File: src/rtl/miner_pkg.sv
// Shared definitions for the nonce scanner and its target expander.
package miner_pkg;

    localparam int HEADER_BYTES = 80;
    localparam int HASH_W       = 256;
    localparam int NONCE_W      = 32;

    // Compact difficulty encoding: exponent in the top byte, mantissa below.
    localparam int EXP_MSB = 31;
    localparam int MAN_W   = 24;

    // Header bits held by the scanner, i.e. everything except the nonce.
    localparam int HDR_W = (HEADER_BYTES - NONCE_W / 8) * 8;

    typedef enum logic [3:0] {
        ST_IDLE,
        ST_EXPAND,
        ST_ISSUE,
        ST_WAIT,
        ST_CHECK,
        ST_GAP,
        ST_FOUND,
        ST_EXHAUSTED,
        ST_ERROR
    } state_t;

    // States in which a new start request may be taken.
    function automatic logic is_ready(state_t s);
        return (s == ST_IDLE) || (s == ST_FOUND) ||
               (s == ST_EXHAUSTED) || (s == ST_ERROR);
    endfunction

endpackage

File: src/rtl/compact_target_expand.sv
// Combinational expansion of the compact 'bits' field into a 256-bit target.
module compact_target_expand
    import miner_pkg::*;
(
    input  logic [31:0]       bits,
    output logic [HASH_W-1:0] target
);

    logic [7:0]        exp_f;
    logic [MAN_W-1:0]  man;
    logic [HASH_W-1:0] man_ext;
    logic [10:0]       sh_left;
    logic [10:0]       sh_right;

    assign exp_f    = bits[EXP_MSB -: 8];
    assign man      = bits[MAN_W-1:0];
    assign man_ext  = {{(HASH_W - MAN_W){1'b0}}, man};
    // Byte shifts expressed in bits: 8*(exp-3) and 8*(3-exp).
    assign sh_left  = {exp_f, 3'b000} - 11'd24;
    assign sh_right = 11'd24 - {exp_f, 3'b000};

    // A set sign bit means a negative target, which no hash can meet.
    always_comb begin
        target = '0;
        if (man[MAN_W-1]) begin
            target = '0;
        end else if (exp_f <= 8'd3) begin
            target = man_ext >> sh_right;
        end else begin
            target = man_ext << sh_left;
        end
    end

endmodule

File: src/rtl/nonce_scanner.sv
// Sweeps the nonce over a programmed range, driving the miner one hash at a
// time and stopping on the first hash at or below the expanded target.
module nonce_scanner
    import miner_pkg::*;
#(
    parameter int GAP_CYCLES = 2,
    parameter int TIMEOUT    = 0
) (
    input  logic                clk,
    input  logic                reset,
    input  logic                start,
    input  logic                abort,
    input  logic [31:0]         version,
    input  logic [31:0]         timestamp,
    input  logic [31:0]         bits,
    input  logic [HASH_W-1:0]   hash_prev,
    input  logic [HASH_W-1:0]   merkle_root,
    input  logic [NONCE_W-1:0]  nonce_first,
    input  logic [NONCE_W-1:0]  nonce_last,
    output logic                busy,
    output logic                found,
    output logic                exhausted,
    output logic                error,
    output logic [NONCE_W-1:0]  result_nonce,
    output logic [HASH_W-1:0]   result_hash,
    output logic [NONCE_W:0]    hash_count,
    output logic [31:0]         m_version,
    output logic [31:0]         m_timestamp,
    output logic [31:0]         m_bits,
    output logic [NONCE_W-1:0]  m_nonce,
    output logic [HASH_W-1:0]   m_hash_prev,
    output logic [HASH_W-1:0]   m_merkle_root,
    output logic                m_start,
    input  logic                m_done,
    input  logic [HASH_W-1:0]   m_hash
);

    localparam logic [31:0] GAP_LAST = 32'(GAP_CYCLES - 1);
    localparam logic [31:0] TO_LAST  = (TIMEOUT == 0) ? 32'd0 : 32'(TIMEOUT - 1);
    localparam logic        TO_EN    = (TIMEOUT != 0);

    state_t            state;
    logic [HDR_W-1:0]  hdr_q;
    logic [NONCE_W-1:0] cur_nonce;
    logic [NONCE_W-1:0] last_nonce;
    logic [HASH_W-1:0] target_w;
    logic [HASH_W-1:0] target_q;
    logic [HASH_W-1:0] hash_q;
    logic [31:0]       gap_cnt;
    logic [31:0]       wait_cnt;
    logic              accept;
    logic              hit;
    logic              at_last;

    // Header layout matches the serialised block header minus the nonce.
    assign m_version     = hdr_q[HDR_W-1   -: 32];
    assign m_hash_prev   = hdr_q[HDR_W-33  -: HASH_W];
    assign m_merkle_root = hdr_q[HDR_W-289 -: HASH_W];
    assign m_timestamp   = hdr_q[63:32];
    assign m_bits        = hdr_q[31:0];

    assign accept  = is_ready(state) && start && !abort;
    assign hit     = (hash_q <= target_q);
    assign at_last = (cur_nonce == last_nonce);

    compact_target_expand u_expand (
        .bits   (m_bits),
        .target (target_w)
    );

    // Working datapath registers; only meaningful while a sweep is active.
    always_ff @(posedge clk) begin
        if (accept) begin
            cur_nonce  <= nonce_first;
            last_nonce <= nonce_last;
        end else if (state == ST_CHECK && !hit && !at_last) begin
            cur_nonce  <= cur_nonce + 32'd1;
        end
        if (state == ST_EXPAND) begin
            target_q <= target_w;
        end
        if (state == ST_WAIT && m_done) begin
            hash_q <= m_hash;
        end
    end

    // Sweep controller with registered handshake, status and result outputs.
    always_ff @(posedge clk) begin
        if (reset) begin
            state        <= ST_IDLE;
            hdr_q        <= '0;
            busy         <= 1'b0;
            found        <= 1'b0;
            exhausted    <= 1'b0;
            error        <= 1'b0;
            result_nonce <= '0;
            result_hash  <= '0;
            hash_count   <= '0;
            m_nonce      <= '0;
            m_start      <= 1'b0;
            gap_cnt      <= '0;
            wait_cnt     <= '0;
        end else if (abort) begin
            state     <= ST_IDLE;
            m_start   <= 1'b0;
            busy      <= 1'b0;
            found     <= 1'b0;
            exhausted <= 1'b0;
            error     <= 1'b0;
        end else begin
            case (state)
                ST_IDLE, ST_FOUND, ST_EXHAUSTED, ST_ERROR: begin
                    if (start) begin
                        hdr_q      <= {version, hash_prev, merkle_root, timestamp, bits};
                        hash_count <= '0;
                        busy       <= 1'b1;
                        found      <= 1'b0;
                        exhausted  <= 1'b0;
                        error      <= 1'b0;
                        m_start    <= 1'b0;
                        state      <= ST_EXPAND;
                    end
                end
                ST_EXPAND: begin
                    state <= ST_ISSUE;
                end
                ST_ISSUE: begin
                    m_nonce  <= cur_nonce;
                    m_start  <= 1'b1;
                    wait_cnt <= '0;
                    state    <= ST_WAIT;
                end
                ST_WAIT: begin
                    // A done arriving on the expiry cycle still counts.
                    if (m_done) begin
                        hash_count <= hash_count + 33'd1;
                        state      <= ST_CHECK;
                    end else if (TO_EN && wait_cnt == TO_LAST) begin
                        m_start      <= 1'b0;
                        error        <= 1'b1;
                        busy         <= 1'b0;
                        result_nonce <= cur_nonce;
                        state        <= ST_ERROR;
                    end else begin
                        wait_cnt <= wait_cnt + 32'd1;
                    end
                end
                ST_CHECK: begin
                    m_start <= 1'b0;
                    if (hit) begin
                        found        <= 1'b1;
                        busy         <= 1'b0;
                        result_nonce <= cur_nonce;
                        result_hash  <= hash_q;
                        state        <= ST_FOUND;
                    end else if (at_last) begin
                        exhausted    <= 1'b1;
                        busy         <= 1'b0;
                        result_nonce <= cur_nonce;
                        result_hash  <= hash_q;
                        state        <= ST_EXHAUSTED;
                    end else begin
                        gap_cnt <= '0;
                        state   <= ST_GAP;
                    end
                end
                ST_GAP: begin
                    // Keeps m_start low long enough for the miner to drop done.
                    if (gap_cnt == GAP_LAST) begin
                        state <= ST_ISSUE;
                    end else begin
                        gap_cnt <= gap_cnt + 32'd1;
                    end
                end
                default: begin
                    state <= ST_IDLE;
                end
            endcase
        end
    end

endmodule

File: config.mk
export PLATFORM = sky130hd
export DESIGN_NAME = nonce_scanner
export DESIGN_NICKNAME = d
export VERILOG_FILES = /design/src/rtl/miner_pkg.sv /design/src/rtl/compact_target_expand.sv /design/src/rtl/nonce_scanner.sv
export SDC_FILE = /design/constraint.sdc
export NUM_CORES = 2
export LEC_CHECK = 0
export BUFFER_PORTS_ARGS = -buffer_cell sky130_fd_sc_hd__buf_2
export CORE_AREA = 2 2 730 732
export DETAILED_ROUTE_END_ITERATION = 10
export DIE_AREA = 0 0 732 734
export HOLD_SLACK_MARGIN = 0.06
export SYNTH_ARGS = -nofsm -noshare
export SYNTH_HDL_FRONTEND = slang
export SYNTH_SLANG_ARGS = --single-unit
File: constraint.sdc
create_clock -name clk -period 25.4 [get_ports clk]
set_input_delay 3.81 -clock clk [delete_from_list [all_inputs] [get_ports clk]]
set_output_delay 3.81 -clock clk [all_outputs]
set_load 0.02 [all_outputs]
Word level (Yosys, flattened, before mapping)
Index checks and enable logic that the tools add are counted.
Operators by class
  eq/ne operators: 19
  shift-type cells: 2
  bitwise logic cells: 1
  muxes and demuxes: 31
  add/subtract/negate cells: 5
  reduce and logical (&&, ||, !) cells: 30
  magnitude comparators: 2
Operators by type and width (number)
  $mux 256: 3
  $le 256x256->1: 1
  $shl 24x11->256: 1
  $shr 24x11->256: 1
  $mux 32: 7
  $mux 33: 2
  $pmux 33 s2: 1
  $add 32x1->32 const B: 2
  $pmux 32 s2: 1
  $add 33x1->33 const B: 1
  $eq 32x1->1 const B: 1
  $eq 32x32->1: 1
  $pmux 4 s6: 1
  $eq 4x3->1 const B: 4
  $ne 2x2->1 const B: 8
  $reduce_and 3->1: 5
  $mux 4: 3
  $sub 11x5->11 const B: 1
  $sub 5x11->11 const A: 1
  $reduce_bool 2->1: 5
  $eq 4x2->1 const B: 2
  $le 8x2->1 const B: 1
  $reduce_and 4->1: 2
  $mux 1: 7
  16 further kinds: 28
Word-level totals
  word-level logic and storage cells: 105
  bits in registers: 1577
  output and inout bits: 966

Logic depth before layout (Yosys ltp)
  depth in word-level cells: 7
  gate-level depth with buffers: 17
  mapped depth without buffers: 13

By module
A second synthesis with hierarchy kept.
Unflattened totals
  cells, all modules: 6520
  area total of the unflattened synthesis: 63956.3 um2
Modules (own cells, without submodules)
  nonce_scanner: cells an instance 5887, area an instance 60653.2 um2, times used 1
  compact_target_expand: cells an instance 633, area an instance 3303.2 um2, times used 1

Least setup slack after synthesis
Ideal clock, no wire load.
  kind: input to register
  start: in m_done
  end: reg hash_q[0] (enable)
  stages: 2
  path buffers: 0
  path slack: 3066 ps
  data arrival time: 21145 ps
  path through: nand2b_1 nor3_1
On the way
  word-level cells in the longest chain between the ends: 1
RTL lines
  start, declared: RTL line nonce_scanner.sv:34  | input logic m_done,
  $logic_and 1x1->1: RTL line nonce_scanner.sv:82  | if (state == ST_WAIT && m_done) begin
  end signal, assigned: RTL line nonce_scanner.sv:83  | hash_q <= m_hash;
  end, declared: RTL line nonce_scanner.sv:48  | logic [HASH_W-1:0] hash_q;
No other way between the ends.
A chain may end at the register's enable or synchronous reset.

Final worst setup path
  start: in abort
  end: reg hdr_q[300]
On the way
  word-level cells in the longest chain between the ends: 2
RTL lines
  start, declared: RTL line nonce_scanner.sv:12  | input logic abort,
  $not 1->1 (no line)
  $reduce_and 3->1 (no line)
  end signal, assigned: RTL line nonce_scanner.sv:114  | hdr_q <= {version, hash_prev, merkle_root, timestamp, bits};
  end, declared: RTL line nonce_scanner.sv:43  | logic [HDR_W-1:0] hdr_q;
No other way between the ends.

==> run metrics <==
Total Neg Setup Slack=0 ps; Avg Cell Area, Syn=9.29 um^2; Max clock buf depth=4; Tot Pwr=6.34 mW; skew final=123 ps; delay-heaviest family, CP=buffers and inverters; Slew Limit Fails=0; DIE AREA=0.537 mm^2; Post-synth EDFFs=576; synth warn=0; Final HPWL DP=407 mm; Most Crowded Layer GR=met2; Initial Util=11.8%; initial DRC count=5946; Placer Congestion=1.00; crit path cell chain=buf_2 > or2_4 > buf_4 > buf_4 > buf_4 > buf_4 > nand2_1 > a21oi_1; status=finished clean; number of cell rows=268; unrepaired setup endpoints after global routing=no; Routed Antenna Nets=0; area fraction of the dominant cell type after synthesis=32.0%; Slowest cell on crit path=buf_4; top_reg_cell synth=dfxtp_1; first-pass GRT wire length=605 mm; Worst Path Arrival=7940 ps; Worst VDD drop=0.0595 mV; Vias/cell=3.71; cts hold-fix bufs=0; initial antenna violation count=302; final wirelength=488 mm; Sw Ratio=28.0%; CTS tree=done; most frequent cells in the layout=2041 x nand2_1, 1896 x buf_2, 1103 x a21oi_1; Layout area overhead=40.0%; vias in the first global route=55036; clock slew at the register clock pins of the worst setup and hold paths=60 ps; switching power=1.78 mW; dpl ws=17320 ps; worst path bufs/invs=5; hold slack=449 ps; synthesized area=0.0625 mm^2; Layout Utilization=16.5%; period utilization=28.1%; Initial DRT Pass Iterations=8; required time worst endpoint=26200 ps; Root Driver=clkbuf_16; met3 usage=7.47%; clock latency on the worst-skew pair=980 ps; Seq/Total Area, Yosys=59.7%; crit path time final=7140 ps; CP dominant cell by count=buf_4; Final Setup Violations=0; Clock power frac=47.8%; relative max-transition margin=13.1%; pin count of the biggest net entering global routing=158; global-route usage over all layers=17.3%; input/output buffers=1897; core area=0.530 mm^2; die width=732 um; worst slew pin tran=1290 ps; Leak Pwr=33.6 nW; final hold viol count=0; Synth area leaders=dfxtp_1 32%, edfxtp_1 28%, nand2_1 12%; Max Cap Violations=0; fraction of layout instances using a drive strength above 1=27.3%; setup bufs post-CTS=0; via count=58779; synthesized net count=7930; area leader, netlist=dfxtp_1; met2 GRT Util=29.7%; commonest non-fill, non-tap cell in the layout=nand2_1; Comb power frac=9.1%; WS Path Type=in2reg; crit path max fanout=107; grt ovf=0; Gate Count Post-Synth=6735; H-tree depth=4; Seq cells post-synth=1576; CTS sink count=1576; Setup crit end kind=flop; I/O pin count=1899; hold crit path type=reg2reg; GR Util met1=18.4%; worst r2r src=hash_q[115]; Critical Path Start=abort; CP max stage delay=980 ps; ys async rst share=0%; drc violations=0; fmax=0.140 GHz; Die Ht=734 um; nets=9725; Pwr Density=72.4 mW/mm^2; TritonCTS Buffers=203; routed wire length per instance=30.8 um; sequential share of power=43.2%; Int Pwr=4.56 mW; hold_sp=hdr_q[524]; crit path launch type=input port; Synth cell types=55; slack of the critical path=18260 ps; Resized Gates After CTS=0
-- worst paths after layout --
check,to,cells past startpoint,slack (ps)
worst max-delay path,hdr_q[300],8,18260
worst min-delay path,hdr_q[524],2,450
worst max register to register,result_hash[96],14,18390
worst min register to register,hdr_q[524],2,450
-- power by group through the flow --
stage	Sequential, mW	Clock (mW)	Combinational, mW
after detailed placement	2.79	0	0.586
final	2.74	3.03	0.574
after global routing	2.74	3.20	0.611
after floorplan	2.85	0	0.183
after CTS	2.74	3.12	0.588
after global placement	2.79	0	0.585
-- stage by stage --
stage / cell area (um^2) / std cells
finish: 87500 / 15833
CTS: 87300 / 15720
floorplan: 62500 / 6735
global placement: 80400 / 15345
detailed placement: 80400 / 15345
global route: 87300 / 15753
-- per-layer routing --
| layer | part of all wire, % | up-vias |
|---|---|---|
| li1 | - | 26380 |
| met1 | 35 | 28450 |
| met2 | 48 | 2896 |
| met3 | 11 | 849 |
| met4 | 5.4 | 204 |
| met5 | 0.28 | - |
-- worst min-delay path, delay by kind of cell, from the launching register on --
kind	cells	cell delay [ps]
AO/OA/AOI/OAI	1	50
flip-flops	1	300
AND/OR/NAND/NOR	1	50
-- cells by family after synthesis --
family | share of synthesized area [%]
buf+inv | 4.20
compound gates | 11.6
other cells | 0.00600
simple gates | 17.4
fa+ha+maj | 5.24
xor+xnor | 1.36
flops | 59.7
mux | 0.478
-- state kept, by name (all words and copies together), names as in the netlist --
signal	cells
result_hash	256
hash_q	256
hash_count	33
exhausted	1
last_nonce	32
state	3
target_q	256
result_nonce	32
hdr_q	608
m_start	1
found	1
cur_nonce	32
gap_cnt	32
busy	1
m_nonce	32
-- area by class of cell --
type | count | area, um^2
Fill cell | 59941 | 443000
Sequential cell | 1576 | 37300
Tap cell | 7020 | 8780
Antenna cell | 113 | 283
Inverter | 272 | 1030
Clock inverter | 98 | 1220
Clock buffer | 277 | 5610
Multi-Input combinational cell | 4476 | 23000
Timing Repair Buffer | 2001 | 10300
-- cell usage after synthesis (60+ instances only) --
| master | instances |
|---|---|
| a21oi_1 | 1111 |
| clkbuf_1 | 347 |
| dfxtp_1 | 1000 |
| edfxtp_1 | 576 |
| ha_1 | 262 |
| inv_1 | 272 |
| nand2_1 | 2041 |
| nand3_1 | 66 |
| nand4_1 | 70 |
| nor2_1 | 365 |
| o21ai_0 | 115 |
| xnor2_1 | 60 |
No activity file was read; power rests on OpenSTA's default activity.
